$ cat config.mk
export PLATFORM = sky130hd
export DESIGN_NAME = dd_bcd_conv_arbiter
export DESIGN_NICKNAME = d
export VERILOG_FILES = /design/src/rtl/dd_bcd_conv_arbiter.sv
export SDC_FILE = /design/constraint.sdc
export NUM_CORES = 1
export LEC_CHECK = 0
export ABC_AREA = 1
export CAP_MARGIN = 20
export CORE_AREA = 2 2 444 446
export DETAILED_ROUTE_END_ITERATION = 10
export DIE_AREA = 0 0 446 448
export GPL_ROUTABILITY_DRIVEN = 1
export PLACE_DENSITY = 0.39
export SLEW_MARGIN = 15
export SYNTH_ARGS = -nofsm -noshare
export SYNTH_HDL_FRONTEND = slang
export SYNTH_SLANG_ARGS = --single-unit
$ cat constraint.sdc
create_clock -name clk -period 4.55 [get_ports clk]
set_clock_uncertainty 0.1 [all_clocks]
set_input_delay 0.91 -clock clk [delete_from_list [all_inputs] [get_ports clk]]
set_output_delay 0.91 -clock clk [all_outputs]
set_load 0.05 [all_outputs]
$ cat src/rtl/dd_bcd_conv_arbiter.sv
// rtl/dd_bcd_conv_arbiter.sv - round-robin arbiter sharing one BCD-to-binary converter
// Grants one requester at a time, drives the converter and returns its result with a timeout guard.
module dd_bcd_conv_arbiter #(
  parameter int WID  = 128,
  parameter int NREQ = 4,
  parameter int TMO  = 255,
  localparam int BCDWID = ((WID + (WID - 4) / 3) + 3) & -4,
  localparam int IDW    = $clog2(NREQ)
) (
  input  logic                     clk,
  input  logic                     rst,
  input  logic [NREQ-1:0]          req,
  input  logic [NREQ*BCDWID-1:0]   req_bcd,
  output logic [NREQ-1:0]          gnt,
  output logic                     resp_valid,
  input  logic                     resp_ready,
  output logic [IDW-1:0]           resp_id,
  output logic [WID-1:0]           resp_bin,
  output logic                     resp_err,
  output logic                     busy,
  output logic                     conv_ld,
  output logic [BCDWID-1:0]        conv_bcd,
  input  logic [WID-1:0]           conv_bin,
  input  logic                     conv_done
);

  typedef enum logic [2:0] {
    IDLE  = 3'd0,
    LOAD  = 3'd1,
    WAIT0 = 3'd2,
    BUSY  = 3'd3,
    RESP  = 3'd4
  } state_t;

  state_t              state_q;
  logic [IDW-1:0]      ptr_q;
  logic [15:0]         tmo_q;
  logic                resp_valid_q;
  logic                resp_err_q;
  logic [IDW-1:0]      resp_id_q;
  logic [WID-1:0]      resp_bin_q;
  logic [BCDWID-1:0]   conv_bcd_q;

  logic                sel_found;
  logic [IDW-1:0]      sel_idx;
  logic [NREQ-1:0]     sel_oh;
  logic [IDW:0]        scan;
  logic [BCDWID-1:0]   sel_bcd;

  // Rotating priority: the requester just after the last winner is looked at first.
  always_comb begin
    sel_found = 1'b0;
    sel_idx   = '0;
    sel_oh    = '0;
    scan      = '0;
    for (int k = 1; k <= NREQ; k++) begin
      scan = {1'b0, ptr_q} + (IDW+1)'(k);
      if (scan >= (IDW+1)'(NREQ)) begin
        scan = scan - (IDW+1)'(NREQ);
      end
      if (!sel_found && req[scan[IDW-1:0]]) begin
        sel_found = 1'b1;
        sel_idx   = scan[IDW-1:0];
      end
    end
    sel_oh[sel_idx] = sel_found;
    sel_bcd = req_bcd[sel_idx*BCDWID +: BCDWID];
  end

  always_ff @(posedge clk) begin
    if (rst) begin
      state_q      <= IDLE;
      ptr_q        <= IDW'(NREQ - 1);
      tmo_q        <= '0;
      resp_valid_q <= 1'b0;
      resp_err_q   <= 1'b0;
      resp_id_q    <= '0;
      resp_bin_q   <= '0;
      conv_bcd_q   <= '0;
    end else begin
      case (state_q)
        IDLE: begin
          if (sel_found) begin
            conv_bcd_q <= sel_bcd;
            resp_id_q  <= sel_idx;
            ptr_q      <= sel_idx;
            state_q    <= LOAD;
          end
        end
        LOAD: state_q <= WAIT0;
        // The converter still shows its previous done flag here.
        WAIT0: begin
          tmo_q   <= '0;
          state_q <= BUSY;
        end
        BUSY: begin
          if (conv_done) begin
            resp_bin_q   <= conv_bin;
            resp_err_q   <= 1'b0;
            resp_valid_q <= 1'b1;
            state_q      <= RESP;
          end else if (tmo_q == 16'(TMO - 1)) begin
            resp_bin_q   <= '0;
            resp_err_q   <= 1'b1;
            resp_valid_q <= 1'b1;
            state_q      <= RESP;
          end else begin
            tmo_q <= tmo_q + 16'd1;
          end
        end
        RESP: begin
          if (resp_ready) begin
            resp_valid_q <= 1'b0;
            state_q      <= IDLE;
          end
        end
        default: begin
          resp_valid_q <= 1'b0;
          state_q      <= IDLE;
        end
      endcase
    end
  end

  // Grant is the acceptance strobe of the IDLE cycle; everything else comes from registers.
  assign gnt        = (!rst && state_q == IDLE) ? sel_oh : '0;
  assign conv_ld    = !rst && state_q == LOAD;
  assign busy       = !rst && state_q != IDLE;
  assign resp_valid = resp_valid_q;
  assign resp_err   = resp_err_q;
  assign resp_id    = resp_id_q;
  assign resp_bin   = resp_bin_q;
  assign conv_bcd   = conv_bcd_q;

endmodule

==> metrics.json <==
{
  "status": "complete, no violations",
  "max-clock-path-buffers": 3,
  "maxCapViolCount": 0,
  "first_global_vias": 23500,
  "dr_total_vias": 24400,
  "drc_errors": 0,
  "hold_path_class": "flop to flop",
  "cts-buffers-inserted": 50,
  "vdd_drop_max_mv": 0.572,
  "most-common-layout-cells": "1,126 x sky130_fd_sc_hd__clkdlybuf4s50_1, 829 x sky130_fd_sc_hd__nand3_1, 486 x sky130_fd_sc_hd__nand2_1",
  "crit-reg2reg-capture": "conv_bcd[137]",
  "synthesis.area_um2": 17700,
  "worst-r2r-setup-slack_ns": 1.37,
  "core.rowCount": 162,
  "floorplan.io_pins": 1134,
  "leakagePower_nw": 11.9,
  "finish.net_count": 4550,
  "max-slew-margin-rel_pct": 33.3,
  "worstSetupStartpoint": "req[3]",
  "most_frequent_standard_cell_in_the_layout_excluding_fill_and_tap_cells": "sky130_fd_sc_hd__clkdlybuf4s50_1",
  "grt_pass1_wl_mm": 209,
  "rr_startpoint": "ptr_q[0]",
  "final_core_util_pct": 17.2,
  "met3WireLength_mm": 10.9,
  "final_area_um2": 33500,
  "maxUsedRoutingLayer": "met5",
  "crit_path_end": "gnt[3]",
  "cp-end-kind": "output pin",
  "critical_path_required_ns": 3.54,
  "port_buffers": 1133,
  "synth.net_count": 3573,
  "total_power_w": 0.0259,
  "setup_repair_after_global_routing_missed_its_margin": "no",
  "hold_ws_ns": 0.358,
  "grt_max_degree": 125,
  "min_period_over_period_pct": 90.4,
  "drtPass1Iterations": 5,
  "iter_0_drt_violations": 1870,
  "drive_gt1_share_pct": 4.54,
  "cts.sinks": 325,
  "hold_path.startpoint": "resp_bin[109]",
  "fmax_mhz": 243,
  "worst-path-max-fanout": 5,
  "reg2regPathDepth": 16,
  "syn_avg_cell_area_um2": 6.46,
  "place.gp.congestion": 0.898,
  "globalRoute.totalOverflow": 0,
  "chipWidth_um": 446,
  "die_h_um": 448,
  "cts_htree_levels": 2,
  "power_per_cell_area_nw_per_um2": 774,
  "criticalPathCategory": "input port to output pin",
  "start_kind": "input port",
  "met1Wirelength_mm": 63.0,
  "seq_area_frac_synth_pct": 36.7,
  "groute.usage.overall_pct": 15.2,
  "detailroute.wirelength.met2_mm": 82.2,
  "floorplan.initialDensity_pct": 9.12,
  "floorplan.core_area_um2": 195000,
  "synthesis.instances": 2747,
  "fillers": 22200,
  "dpl_cell_area_um2": 31700,
  "routed_wire_length_mm": 160,
  "post_cts_resize_count": 0,
  "worst-endpoint-arrival_ns": 3.10,
  "die_area_um2": 200000,
  "cts_setup_buffers": 0,
  "finalWorstPathRequiredPeriod_ns": 4.11,
  "layout-area-overhead-vs-synth_pct": 88.9,
  "grt_antenna_before_repair": 98,
  "ys_seq_elements": 325,
  "root_buffer": "sky130_fd_sc_hd__clkbuf_16",
  "setup-tns-final_ns": 0,
  "clock_insertion_delay_worst_skew_ns": 0.65,
  "cts-hold-fix-buffers": 0,
  "final-hold-violation-count": 0,
  "warnings_synthesis": 0,
  "route.antenna.remaining_nets": 0,
  "finalMaxSlewViolations": 0,
  "route.detailed.wl_per_inst_um": 25.3,
  "setup_viol_count_final": 0,
  "slew_at_the_pin_closest_to_its_max_slew_limit_ns": 0.998,
  "dp_hpwl_mm": 126,
  "tritoncts": "done",
  "vias_per_cell": 3.85,
  "synth.lib_cells_used.distinct": 30,
  "cts.clk_slew.worst_paths_ns": 0.05
}
cell type report:
cell class	instances	area, um2	area share, %
repair buffers	1189	12100	36.0
multi-input cells	2129	9870	29.5
flip-flops and latches	325	6510	19.4
well taps	2542	3180	9.49
clock buffers	74	1450	4.33
clock inverters	18	272	0.810
inverters	29	121	0.362
diodes	23	57.6	0.172
worst min-delay path by stage:
stage / end / slack, ns / depth (start not counted)
after detailed placement: resp_bin[65] / 0.35 / 2
after floorplan: tmo_q[15] / 0.37 / 2
final: resp_bin[109] / 0.36 / 2
after CTS: resp_bin[10] / 0.36 / 2
after global placement: resp_bin[60] / 0.35 / 2
after global routing: resp_bin[15] / 0.37 / 2
state kept, by name (all words and copies together) (netlist names):
signal / flops
resp_valid: 1
resp_err: 1
ptr_q: 2
state_q: 3
resp_id: 2
resp_bin: 128
conv_bcd: 172
tmo_q: 16
critical path: stages:
cell                              delay (ns)
sky130_fd_sc_hd__clkdlybuf4s50_1        0.54
sky130_fd_sc_hd__inv_1                  0.06
sky130_fd_sc_hd__nand2_1                0.05
sky130_fd_sc_hd__nand2_1                0.07
sky130_fd_sc_hd__nor2_1                 0.16
sky130_fd_sc_hd__nor2_1                 0.11
sky130_fd_sc_hd__nand3_2                0.15
sky130_fd_sc_hd__nand2_1                0.19
sky130_fd_sc_hd__inv_8                  0.17
sky130_fd_sc_hd__nand2_1                0.13
sky130_fd_sc_hd__nor3_1                 0.24
sky130_fd_sc_hd__buf_4                  0.17
sky130_fd_sc_hd__buf_12                 0.13
cells in the mapped netlist:
| cell | count | share of area [%] |
|---|---|---|
| sky130_fd_sc_hd__a21oi_1 | 150 | 4.2 |
| sky130_fd_sc_hd__a21oi_2 | 1 | 0.049 |
| sky130_fd_sc_hd__a31o_2 | 2 | 0.099 |
| sky130_fd_sc_hd__a31oi_1 | 1 | 0.035 |
| sky130_fd_sc_hd__buf_1 | 10 | 0.21 |
| sky130_fd_sc_hd__buf_2 | 87 | 2.5 |
| sky130_fd_sc_hd__buf_4 | 42 | 1.8 |
| sky130_fd_sc_hd__buf_6 | 6 | 0.38 |
| sky130_fd_sc_hd__clkbuf_1 | 119 | 2.5 |
| sky130_fd_sc_hd__clkinv_1 | 1 | 0.021 |
| sky130_fd_sc_hd__dfxtp_1 | 325 | 37 |
| sky130_fd_sc_hd__ha_1 | 2 | 0.14 |
| sky130_fd_sc_hd__inv_1 | 22 | 0.47 |
| sky130_fd_sc_hd__inv_2 | 6 | 0.13 |
| sky130_fd_sc_hd__nand2_1 | 487 | 10 |
| sky130_fd_sc_hd__nand2_2 | 7 | 0.25 |
| sky130_fd_sc_hd__nand2_4 | 2 | 0.13 |
| sky130_fd_sc_hd__nand3_1 | 830 | 23 |
| sky130_fd_sc_hd__nand3_2 | 1 | 0.056 |
| sky130_fd_sc_hd__nand3b_1 | 9 | 0.38 |
| sky130_fd_sc_hd__nand4_1 | 65 | 2.3 |
| sky130_fd_sc_hd__nor2_1 | 364 | 7.7 |
| sky130_fd_sc_hd__nor2_4 | 5 | 0.32 |
| sky130_fd_sc_hd__nor3_1 | 9 | 0.25 |
| sky130_fd_sc_hd__nor4_1 | 6 | 0.21 |
| sky130_fd_sc_hd__o211ai_1 | 2 | 0.085 |
| sky130_fd_sc_hd__o21ai_0 | 177 | 5.0 |
| sky130_fd_sc_hd__o21ai_1 | 1 | 0.028 |
| sky130_fd_sc_hd__xnor2_1 | 2 | 0.099 |
| sky130_fd_sc_hd__xor2_1 | 6 | 0.30 |
cells by family after synthesis:
family	count (synthesis)	share of synthesized area [%]
buffers and inverters	293	7.96
DFF	325	36.7
and+or+nand+nor	1785	45.3
xor gates and xnor gates	8	0.395
AOI/OAI and AO/OA	334	9.52
adders and majority gates	2	0.141
where the power goes:
part / internal [W] / switching [W] / leakage (nW)
Clock: 0.00250 / 0.00173 / 0.839
Sequential: 0.00354 / 0.000396 / 2.66
Combinational: 0.00517 / 0.0126 / 8.40
Total: 0.0112 / 0.0147 / 11.9
layer usage:
layer,GRT usage (%),vias to the layer above
li1,-,11400
met1,17.7,11700
met2,27.2,985
met3,3.78,271
met4,4.50,32
met5,0,-
stage by stage:
step / setup WS [ns] / cells
floorplan: 0.496 / 2747
global placement: 0.430 / 6214
detailed placement: 0.454 / 6214
CTS: 0.428 / 6306
global route: 0.262 / 6313
finish: 0.439 / 6329
Note: power is estimated with default switching activity, not from simulation.
